File: src/rtl/tiny_alu_arbiter.sv
// tiny_alu_arbiter: shares one small ALU between two requesters.
// Round-robin grant, registered ALU issue held until alu_done (or timeout),
// and a one-cycle tagged response pulse.
//
// Handshake: a command transfers on a rising edge where reqN_valid and
// reqN_ready are both 1. reqN_ready depends on valid, so a requester must
// hold valid and payload stable until it sees ready. rsp_valid is a
// single-cycle pulse with no back-pressure.
module tiny_alu_arbiter #(
  parameter int TIMEOUT = 15
) (
  input  logic        clk,
  input  logic        reset,
  input  logic        req0_valid,
  output logic        req0_ready,
  input  logic [2:0]  req0_op,
  input  logic [7:0]  req0_a,
  input  logic [7:0]  req0_b,
  input  logic        req1_valid,
  output logic        req1_ready,
  input  logic [2:0]  req1_op,
  input  logic [7:0]  req1_a,
  input  logic [7:0]  req1_b,
  output logic        alu_start,
  output logic [2:0]  alu_op,
  output logic [7:0]  alu_a,
  output logic [7:0]  alu_b,
  input  logic        alu_done,
  input  logic [15:0] alu_result,
  output logic        rsp_valid,
  output logic        rsp_id,
  output logic [15:0] rsp_result,
  output logic        rsp_err,
  output logic [1:0]  dbg_state
);

  typedef enum logic [1:0] {
    IDLE  = 2'd0,
    ISSUE = 2'd1,
    RESP  = 2'd2
  } state_t;

  // Last ISSUE cycle index; reaching it without done aborts the operation.
  localparam logic [7:0] TO_LAST = 8'(TIMEOUT - 1);

  state_t      state;
  logic        last_grant;
  logic        cur_id;
  logic [7:0]  cnt;

  logic        grant0;
  logic        grant1;
  logic        accept;
  logic        sel_id;
  logic [2:0]  sel_op;
  logic [7:0]  sel_a;
  logic [7:0]  sel_b;
  logic        sel_noop;

  // Round-robin grant and combinational ready; reset forces ready low at once.
  always_comb begin
    grant0     = req0_valid && (!req1_valid || last_grant);
    grant1     = req1_valid && (!req0_valid || !last_grant);
    req0_ready = (state == IDLE) && !reset && grant0;
    req1_ready = (state == IDLE) && !reset && grant1;
    accept     = req0_ready || req1_ready;
    sel_id     = req1_ready;
    sel_op     = sel_id ? req1_op : req0_op;
    sel_a      = sel_id ? req1_a  : req0_a;
    sel_b      = sel_id ? req1_b  : req0_b;
    // Opcode 000 and the unused codes 101..111 never reach the ALU.
    sel_noop   = (sel_op == 3'b000) || (sel_op > 3'b100);
  end

  assign dbg_state = state;

  // Control FSM with all ALU and response outputs registered.
  always_ff @(posedge clk or posedge reset) begin
    if (reset) begin
      state      <= IDLE;
      last_grant <= 1'b1;
      cur_id     <= 1'b0;
      cnt        <= 8'd0;
      alu_start  <= 1'b0;
      alu_op     <= 3'd0;
      alu_a      <= 8'd0;
      alu_b      <= 8'd0;
      rsp_valid  <= 1'b0;
      rsp_id     <= 1'b0;
      rsp_result <= 16'd0;
      rsp_err    <= 1'b0;
    end else begin
      case (state)
        IDLE: begin
          if (accept) begin
            last_grant <= sel_id;
            cur_id     <= sel_id;
            cnt        <= 8'd0;
            if (sel_noop) begin
              state      <= RESP;
              rsp_valid  <= 1'b1;
              rsp_id     <= sel_id;
              rsp_result <= 16'd0;
              rsp_err    <= 1'b0;
            end else begin
              state     <= ISSUE;
              alu_start <= 1'b1;
              alu_op    <= sel_op;
              alu_a     <= sel_a;
              alu_b     <= sel_b;
            end
          end
        end
        ISSUE: begin
          cnt <= cnt + 8'd1;
          if (alu_done) begin
            state      <= RESP;
            alu_start  <= 1'b0;
            rsp_valid  <= 1'b1;
            rsp_id     <= cur_id;
            rsp_result <= alu_result;
            rsp_err    <= 1'b0;
          end else if (cnt == TO_LAST) begin
            state      <= RESP;
            alu_start  <= 1'b0;
            rsp_valid  <= 1'b1;
            rsp_id     <= cur_id;
            rsp_result <= 16'd0;
            rsp_err    <= 1'b1;
          end
        end
        RESP: begin
          rsp_valid <= 1'b0;
          state     <= IDLE;
        end
        default: begin
          state <= IDLE;
        end
      endcase
    end
  end

endmodule

File: config.mk
export PLATFORM = sky130hd
export DESIGN_NAME = tiny_alu_arbiter
export DESIGN_NICKNAME = d
export VERILOG_FILES = /design/src/rtl/tiny_alu_arbiter.sv
export SDC_FILE = /design/constraint.sdc
export NUM_CORES = 1
export LEC_CHECK = 0
export CORE_MARGIN = 10
export CORE_UTILIZATION = 42
export CTS_BUF_LIST = sky130_fd_sc_hd__clkbuf_16
export DETAILED_ROUTE_END_ITERATION = 10
export GPL_TIMING_DRIVEN = 0
export PLACE_DENSITY = 0.84
export SETUP_SLACK_MARGIN = 0.1
export SYNTH_ARGS = -nofsm -noshare
export SYNTH_HDL_FRONTEND = slang
export SYNTH_SLANG_ARGS = --single-unit
File: constraint.sdc
create_clock -name clk -period 2.14 [get_ports clk]
set_input_delay 0.214 -clock clk [delete_from_list [all_inputs] [get_ports clk]]
set_output_delay 0.214 -clock clk [all_outputs]
set_load 0.005 [all_outputs]
==> impl_metrics.yaml, run 1 <==
run_status:
  status: "finished clean"
sta:
  finalSetupTns_ns: 0
  fin_crit_ns: 1.99
  drv_slew: 0
  finalSetupViolCount: 0
  worstMarginPinSlew_ns: 0.576
  rsz0062_at_grt: "yes"
  whs_ns: 0.300
  fin_skew_ns: 0.00546
  fmax_mhz: 503
  hold_violations: 0
  relSlewSlack_pct: 61.3
  final.period_utilization_pct: 93.0
cts:
  cts-root-buf: "clkbuf_16"
  cts_made_buffers: 5
  tritoncts: "built"
  holdBufCountCts: 0
  cts_sinks: 51
  clkLatencyLatePin_ns: 0.28
  h-tree-depth: 2
  clk_pin_slew_worst_paths_ns: 0.07
  cts_buffer_depth: 2
logic_synthesis:
  synth_edf_count: 0
  synth_seq_cells: 51
  synth_top_cell_area_share_pct: 54.2
  post_synth_main_area_contributors: "dfrtp_1 54%, nand2_1 6.5%, a22o_1 6.1%"
  syn_inst: 226
  synth_area_mm2: 0.00231
  yosys_warnings: 0
  async_reset_ff_share_pct: 100
  synth_area_per_cell_um2: 10.2
  ys.flop_type: "dfrtp_1"
  synth.distinct_cells: 40
  syn_nets: 287
  synth_top_cell_by_area: "dfrtp_1"
  ys_seq_area_share_pct: 55.3
grt:
  first_global_vias: 2252
  grt-busiest-layer: "met2"
  grt_first_pass_wirelength_um: 11300
  gr-total-overflow: 0
  grtUsageMet2_pct: 26.8
  grt_use_total_pct: 15.9
  grt.met1_usage_pct: 18.3
  use_met3_pct: 5.60
  grt_max_degree: 38
  antenna_found_initial: 0
pwr:
  vdd_drop_max_mv: 0.605
  power_density_mw_per_mm2: 1210
  p_leak_nw: 1.65
  power_w: 0.00448
critical_path:
  cp_top_family: "buffers and inverters"
  worstPathMaxFanout: 7
  reg2reg_to: "rsp_id$_DFFE_PP0P_"
  crit_type: "reg2out"
  rr_worst_depth: 7
  r2r_slack_ns: 0.18
  path_buf_inv: 3
  cp.required_ns: 1.93
  crit_chain: "buf_6, nor3_4, buf_4, nand2_1, a21oi_1, clkdlybuf4s50_1"
  slowest_stage: "clkdlybuf4s50_1"
  start_kind: "flop"
  rr_startpoint: "cnt[0]$_DFFE_PP0P_"
  worstPathArrival_ns: 1.78
  critPathCaptureType: "output port"
  cp_slowest_stage_delay_ns: 0.51
placement:
  io_buffers: 101
  hpwlAfterDp_um: 5340
  globalplace.congestion: 0.832
  dp.cells: 398
route:
  viasPerCell: 5.26
  drtPass1Iterations: 4
  route.detailed.drc: 0
  drtAntennaViolNets: 0
  routed_wirelength_um: 7100
  drtIter0Drc: 130
  routedWlPerCell_um: 17.2
  vias: 2166
hold_path:
  hold_path_class: "in2async"
floorplan:
  std_cell_rows: 26
  dieArea_mm2: 0.00887
  coreArea_mm2: 0.00520
  die_h_um: 94.2
  die_w_um: 94.2
  initial_core_util_pct: 44.4
  ios: 102
finish:
  drive_above_1_share_pct: 10.2
  final_cell_mix: "99 x clkdlybuf4s50_1, 49 x dfrtp_1, 40 x nand2_1, 31 x nor2_1, 18 x a31oi_1"
  final_util_pct: 70.9
  area_growth_pct: 59.9
  layout.nets: 403
  final_cells: 412
  final_common_cell: "clkdlybuf4s50_1"
  diodes: 0
  fillers: 411
job:
  cap_violations: 0
==> power by group <==
part           switching, W  total (W)  internal [W]
combinational      0.000800    0.00198       0.00118
clock              0.000324   0.000865      0.000541
sequential         0.000263    0.00163       0.00137
==> final cells by class <==
| cell class | instances | area, um2 | area share [%] |
|---|---|---|---|
| Multi-Input combinational cell | 153 | 935 | 25.3 |
| Clock buffer | 5 | 125 | 3.39 |
| Timing Repair Buffer | 109 | 1090 | 29.5 |
| Tap cell | 70 | 87.6 | 2.37 |
| Clock inverter | 2 | 33.8 | 0.915 |
| Inverter | 11 | 46.3 | 1.25 |
| Sequential cell | 51 | 1280 | 34.6 |
| Buffer | 11 | 97.6 | 2.64 |
==> flip-flops by register name (all words and copies together), names as in the netlist <==
name        flops
rsp_result     16
dbg_state       2
cur_id          1
alu_start       1
last_grant      1
alu_a           8
cnt             8
rsp_valid       1
rsp_err         1
rsp_id          1
alu_op          3
alu_b           8
==> synthesized netlist by cell type (all sizes together), types with 2 or more instances <==
cell / number
o21ai: 5
a31oi: 18
clkbuf: 3
o22ai: 3
a22o: 17
xor2: 3
nand3: 3
nand4: 3
buf: 8
inv: 10
a211oi: 3
ha: 2
xnor2: 4
a21oi: 4
dfrtp: 50
mux2i: 2
nor2: 32
nand2: 41
==> cell families after synthesis <==
| group | after synthesis | share of synthesized area [%] |
|---|---|---|
| compound gates | 57 | 18.8 |
| xor+xnor | 7 | 2.65 |
| fa+ha+maj | 2 | 1.08 |
| buf+inv | 22 | 5.31 |
| flops | 51 | 55.3 |
| mux | 3 | 1.52 |
| simple gates | 84 | 15.3 |
==> routing by layer <==
metal	routed length, um	up-vias
met3	630	6
met4	99	0
met1	2820	1053
li1	-	1019
met5	0	-
met2	3540	88
==> stage by stage <==
| step | worst slack (ns) | area (um2) |
|---|---|---|
| floorplan | 0.294 | 2310 |
| global placement | -0.338 | 3410 |
| global route | 0.0338 | 3690 |
| finish | 0.151 | 3690 |
| CTS | 0.0625 | 3640 |
| detailed placement | -0.362 | 3430 |
==> how the worst max path moves through the flow <==
stage | from | endpoint | slack, ns | cells past startpoint
after floorplan | dbg_state[0]$_DFFE_PP0P_ | rsp_id$_DFFE_PP0P_ | 0.29 | 6
after global placement | req1_valid | req1_ready | -0.34 | 6
after detailed placement | req1_valid | req1_ready | -0.36 | 6
after CTS | dbg_state[0]$_DFFE_PP0P_ | req0_ready | 0.06 | 6
after global routing | dbg_state[0]$_DFFE_PP0P_ | req0_ready | 0.03 | 6
final | dbg_state[0]$_DFFE_PP0P_ | req0_ready | 0.15 | 6
==> what timing repair did <==
action / CTS / global route
buffers inserted: 3 / 4
setup endpoints to repair: 10 / 27
resized for setup: 8 / 9
pin swaps: 3 / 1
Power figures use the tool's default switching activity.
==> run 2, diff against run 1 <==
--- a/config.mk
+++ b/config.mk
@@ -12,6 +12,7 @@
 export GPL_TIMING_DRIVEN = 0
 export PLACE_DENSITY = 0.84
 export SETUP_SLACK_MARGIN = 0.1
+export SKIP_CTS_REPAIR_TIMING = 1
 export SYNTH_ARGS = -nofsm -noshare
 export SYNTH_HDL_FRONTEND = slang
 export SYNTH_SLANG_ARGS = --single-unit
==> run 2 against run 1 <==
Against the previous run: hold slack better by 0.0086 ns; maximum frequency down 1.3%; sequential cell count unchanged; utilization up 1.6 points; first-iteration DRC count down 11%; clock power about the same; sequential power about the same; non-clock buffer count up 10.
==> impl_metrics.yaml, run 2 (synthesis results as in run 1) <==
grt:
  grt_use_total_pct: 15.7
  grt_max_degree: 38
  grt_first_pass_wirelength_um: 11100
  first_global_vias: 2228
  antenna_found_initial: 0
  gr-total-overflow: 0
critical_path:
  crit_type: "reg2reg"
  worstPathArrival_ns: 2.18
  cp.required_ns: 2.31
  critPathLaunch: "cnt[0]$_DFFE_PP0P_"
  start_kind: "flop"
  rr_startpoint: "cnt[0]$_DFFE_PP0P_"
  critPathCaptureType: "flop"
  worstPathMaxFanout: 8
floorplan:
  coreArea_mm2: 0.00520
  die_w_um: 94.2
  die_h_um: 94.2
  dieArea_mm2: 0.00887
  std_cell_rows: 26
  initial_core_util_pct: 44.4
  ios: 102
sta:
  fmax_mhz: 496
  hold_violations: 0
  worstMarginPinSlew_ns: 0.574
  finalSetupTns_ns: 0
  whs_ns: 0.308
  final.period_utilization_pct: 94.2
  drv_slew: 0
  finalSetupViolCount: 0
  rsz0062_at_grt: "yes"
  setup_slack_ns: 0.125
  relSlewSlack_pct: 61.5
  fin_skew_ns: 0.00624
  fin_crit_ns: 2.02
finish:
  largest_reg_flops: 16
  final_cell_mix: "98 x clkdlybuf4s50_1, 48 x dfrtp_1, 40 x nand2_1, 31 x nor2_1, 20 x buf_4"
  layout.nets: 413
  drive_above_1_share_pct: 13.6
  top_register: "rsp_result"
  design_area_mm2: 0.00378
  fillers: 406
  diodes: 0
  final_util_pct: 72.5
  area_growth_pct: 63.5
  final_common_cell: "clkdlybuf4s50_1"
placement:
  globalplace.congestion: 0.832
  place_area_mm2: 0.00343
  io_buffers: 101
  hpwlAfterDp_um: 5340
  dp_slack_ns: -0.362
route:
  drtAntennaViolNets: 0
  route.detailed.drc: 0
  routedWlPerCell_um: 17.3
  drtPass1Iterations: 4
  viasPerCell: 5.25
  vias: 2216
  drtIter0Drc: 116
  routed_wirelength_um: 7320
cts:
  cts_made_buffers: 5
  h-tree-depth: 2
  clkLatencyLatePin_ns: 0.28
  cts_sinks: 51
  tritoncts: "built"
  cts-root-buf: "clkbuf_16"
  cts_buffer_depth: 2
  clk_pin_slew_worst_paths_ns: 0.07
hold_path:
  hold_path_class: "in2async"
run_status:
  status: "finished clean"
pwr:
  p_leak_nw: 1.71
  power_density_mw_per_mm2: 1210
  vdd_drop_max_mv: 0.636
job:
  cap_violations: 0
==> run 2: worst max-delay path, cell delays in order, from the launching register on <==
cell	delay, ns
dfrtp_2	0.43
inv_2	0.05
ha_2	0.15
nand4b_1	0.11
nor4_2	0.30
o31a_1	0.31
a22oi_4	0.15
buf_4	0.18
a22o_1	0.23
==> run 2: path summary, 6_finish.rpt <==
kind	endpoint	slack, ns	cells after the start
min in group clk	last_grant$_DFFE_PP1P_	0.34	3
min reg2reg	cur_id$_DFFE_PP0P_	0.49	2
max in group asynchronous	last_grant$_DFFE_PP1P_	1.28	3
max reg2reg	rsp_result[13]$_DFFE_PP0P_	0.12	8
min	alu_a[2]$_DFFE_PP0P_	0.31	2
max	rsp_result[13]$_DFFE_PP0P_	0.12	8
==> run 2: cell type report <==
class / instances / area (um2) / share of cell area, %
timing repair buffer: 119 / 1180 / 31.3
multi-input combinational: 153 / 937 / 24.8
sequential: 51 / 1280 / 33.9
buffer: 11 / 83.8 / 2.22
inverter: 11 / 45.0 / 1.19
clock inverter: 2 / 33.8 / 0.895
clock buffer: 5 / 125 / 3.31
tap: 70 / 87.6 / 2.32
==> run 2: report_power, final <==
group	internal (W)	leakage (nW)	switching, W	total (W)
registers	0.00137	0.631	0.000258	0.00163
clock network	0.000541	0.0811	0.000323	0.000864
logic	0.00126	1.00	0.000835	0.00210
==> run 2: through the flow <==
step	cells	power (W)
floorplan	226	0.00242
CTS	405	0.00441
global route	422	0.00487
finish	422	0.00459
detailed placement	398	0.00353
global placement	397	0.00345
==> run 2: metal layers <==
| layer | track usage [%] | routed length (um) | part of all wire (%) |
|---|---|---|---|
| met1 | 18.2 | 2930 | 40 |
| met2 | 26.3 | 3710 | 51 |
| met3 | 5.60 | 563 | 7.7 |
| met4 | 5.06 | 112 | 1.5 |
| met5 | 0 | 0 | 0 |
==> run 3, diff against run 2 <==
--- a/config.mk
+++ b/config.mk
@@ -5,6 +5,7 @@
 export SDC_FILE = /design/constraint.sdc
 export NUM_CORES = 1
 export LEC_CHECK = 0
+export ABC_CLOCK_PERIOD_IN_PS = 2140
 export CORE_MARGIN = 10
 export CORE_UTILIZATION = 42
 export CTS_BUF_LIST = sky130_fd_sc_hd__clkbuf_16
==> results of run 3 <==
The final DEF is identical to that of run 2; final timing and power are the same.
==> variant, RTL diff (flow settings as in run 3) <==
Put one more register stage on the output `dbg_state`, cleared by the reset. The value now appears one clock later. The other outputs are not delayed to match.
--- a/src/rtl/tiny_alu_arbiter.sv
+++ b/src/rtl/tiny_alu_arbiter.sv
@@ -72,7 +72,13 @@
     sel_noop   = (sel_op == 3'b000) || (sel_op > 3'b100);
   end
 
-  assign dbg_state = state;
+  always_ff @(posedge clk or posedge reset) begin
+    if (reset) begin
+      dbg_state <= '0;
+    end else begin
+      dbg_state <= state;
+    end
+  end
 
   // Control FSM with all ALU and response outputs registered.
   always_ff @(posedge clk or posedge reset) begin
Formal check against the unedited RTL: not equivalent (a bounded check fails within 4 cycles, from zero or initial values and one cycle with reset high).
==> variant against run 3 <==
Core utilization down 4.9 points; hold slack worse by 0.21 ns; synthesized area up 6.8%; sequential power up 4%; sequential cell count up 2; routed wire length down 5.1%; die area up 5.4%; global-route usage down 1.4 points; total power down 5.7%; critical path depth down 3; critical path type is now register to output pin; clock power down 6.5%; setup slack worse by 0.10 ns; cell area up 0.50%.
==> variant: results (changes against run 3) <==
sequential cell area share: 0.350 (+0.0115)
nonclk inv count: 9 (-2)
Syn Nets: 259 (-9.8%)
# diodes: 0 (unchanged)
signal buffers share of area: 0.298 (-0.0376)
Max VDD drop: 0.641 mV (+0.79%)
M1 WL: 2860 um (-2.4%)
top post-synthesis cells by area: dfrtp_1 (53%), mux2_1 (8.2%), mux2_2 (8.2%)
leakage: 1.65 nW (-3.4%)
ClkCell Share: 0.0386 (-0.00351)
sequential-to-total area share from yosys stat: 0.538 (-0.0151)
multiplexer area fraction after synthesis: 0.164 (+0.149)
global-route wire length before repair: 11100 um (about the same)
crit path DAT: 1.91 ns (-0.27 ns)
met2 wire len: 3540 um (-4.5%)
GR met2 Demand/Resource: 0.243 (-0.0192)
largest net degree at the start of global routing: 29 (-24%)
DR iter-0 viols: 79 (-32%)
number of multi-input logic gates: 128 (-16%)
M1 GR Usage: 0.160 (-0.0216)
NetSw: 1.29 mW (-8.6%)
multi-input logic area: 1060 um2 (+13%)
clk pwr: 808 uW (-6.5%)
Worst Skew: 0.00343 ns (-0.00281 ns)
total number of sequential cells: 53 (+3.9%)
Cells after Synth: 198 (-12%)
DR vias/cell: 5.17 (-1.5%)
vias in the first global route: 2181 (-2.1%)
met3 Usage GRT: 0.0504 (-0.00556)
top cells by instance count after synthesis: dfrtp_1 (52), mux2_1 (18), mux2_2 (18), a22o_1 (16), o21ai_0 (12)
gpl congestion: 0.796 (-4.3%)
DR WL met3: 398 um (-29%)
fill cell count: 432 (+6.4%)
final cell count without fillers: 385 (-8.8%)
initial antenna violation count: 0 (unchanged)
fraction of layout instances using a drive strength above 1: 0.163 (+0.0266)
status: finished clean
total track usage: 0.143 (-0.0139)
Final #Nets: 373 (-9.7%)
Worst Max-Slew Pin Slew: 0.621 ns (+0.0472 ns)
post-synthesis xor/xnor area fraction: 0.0142 (-0.0123)
Comb group: 1.82 mW (-13%)
drt total wl: 6940 um (-5.1%)
CP max FO: 10 (+2)
pre-CTS setup slack: -0.155 ns (+0.207 ns)
Non-clk bufs: 115 (-12%)
synth unique cells: 45 (+13%)
hpwl dp: 5280 um (-1.2%)
[variant: worst max-delay path: stages, from the launching register on]
cell and delay, ns:
dfrtp_2 0.46, nor3_4 0.28, nand2_4 0.12, buf_4 0.20
inv_1 0.06, clkdlybuf4s50_1 0.50
[variant: final timing paths]
check | startpoint | to | slack [ns] | depth (start not counted)
max | state[1] | req1_ready | 0.02 | 5
min | reset | dbg_state[0] | 0.1 | 2
max in group asynchronous | reset | state[1] | 1.49 | 3
min reg2reg | last_grant | last_grant | 0.47 | 2
max reg2reg | state[1] | rsp_result[0] | 0.19 | 6
min in group clk | last_grant | last_grant | 0.47 | 2
[variant: stage by stage]
| step | hold WS, ns | instance area, um2 |
|---|---|---|
| 2_1_floorplan | 0.354 | 2470 |
| 3_3_place_gp | 0.456 | 3570 |
| 3_5_place_dp | 0.456 | 3590 |
| 4_1_cts | 0.452 | 3730 |
| 5_1_grt | 0.145 | 3790 |
| 6_report | 0.0975 | 3790 |
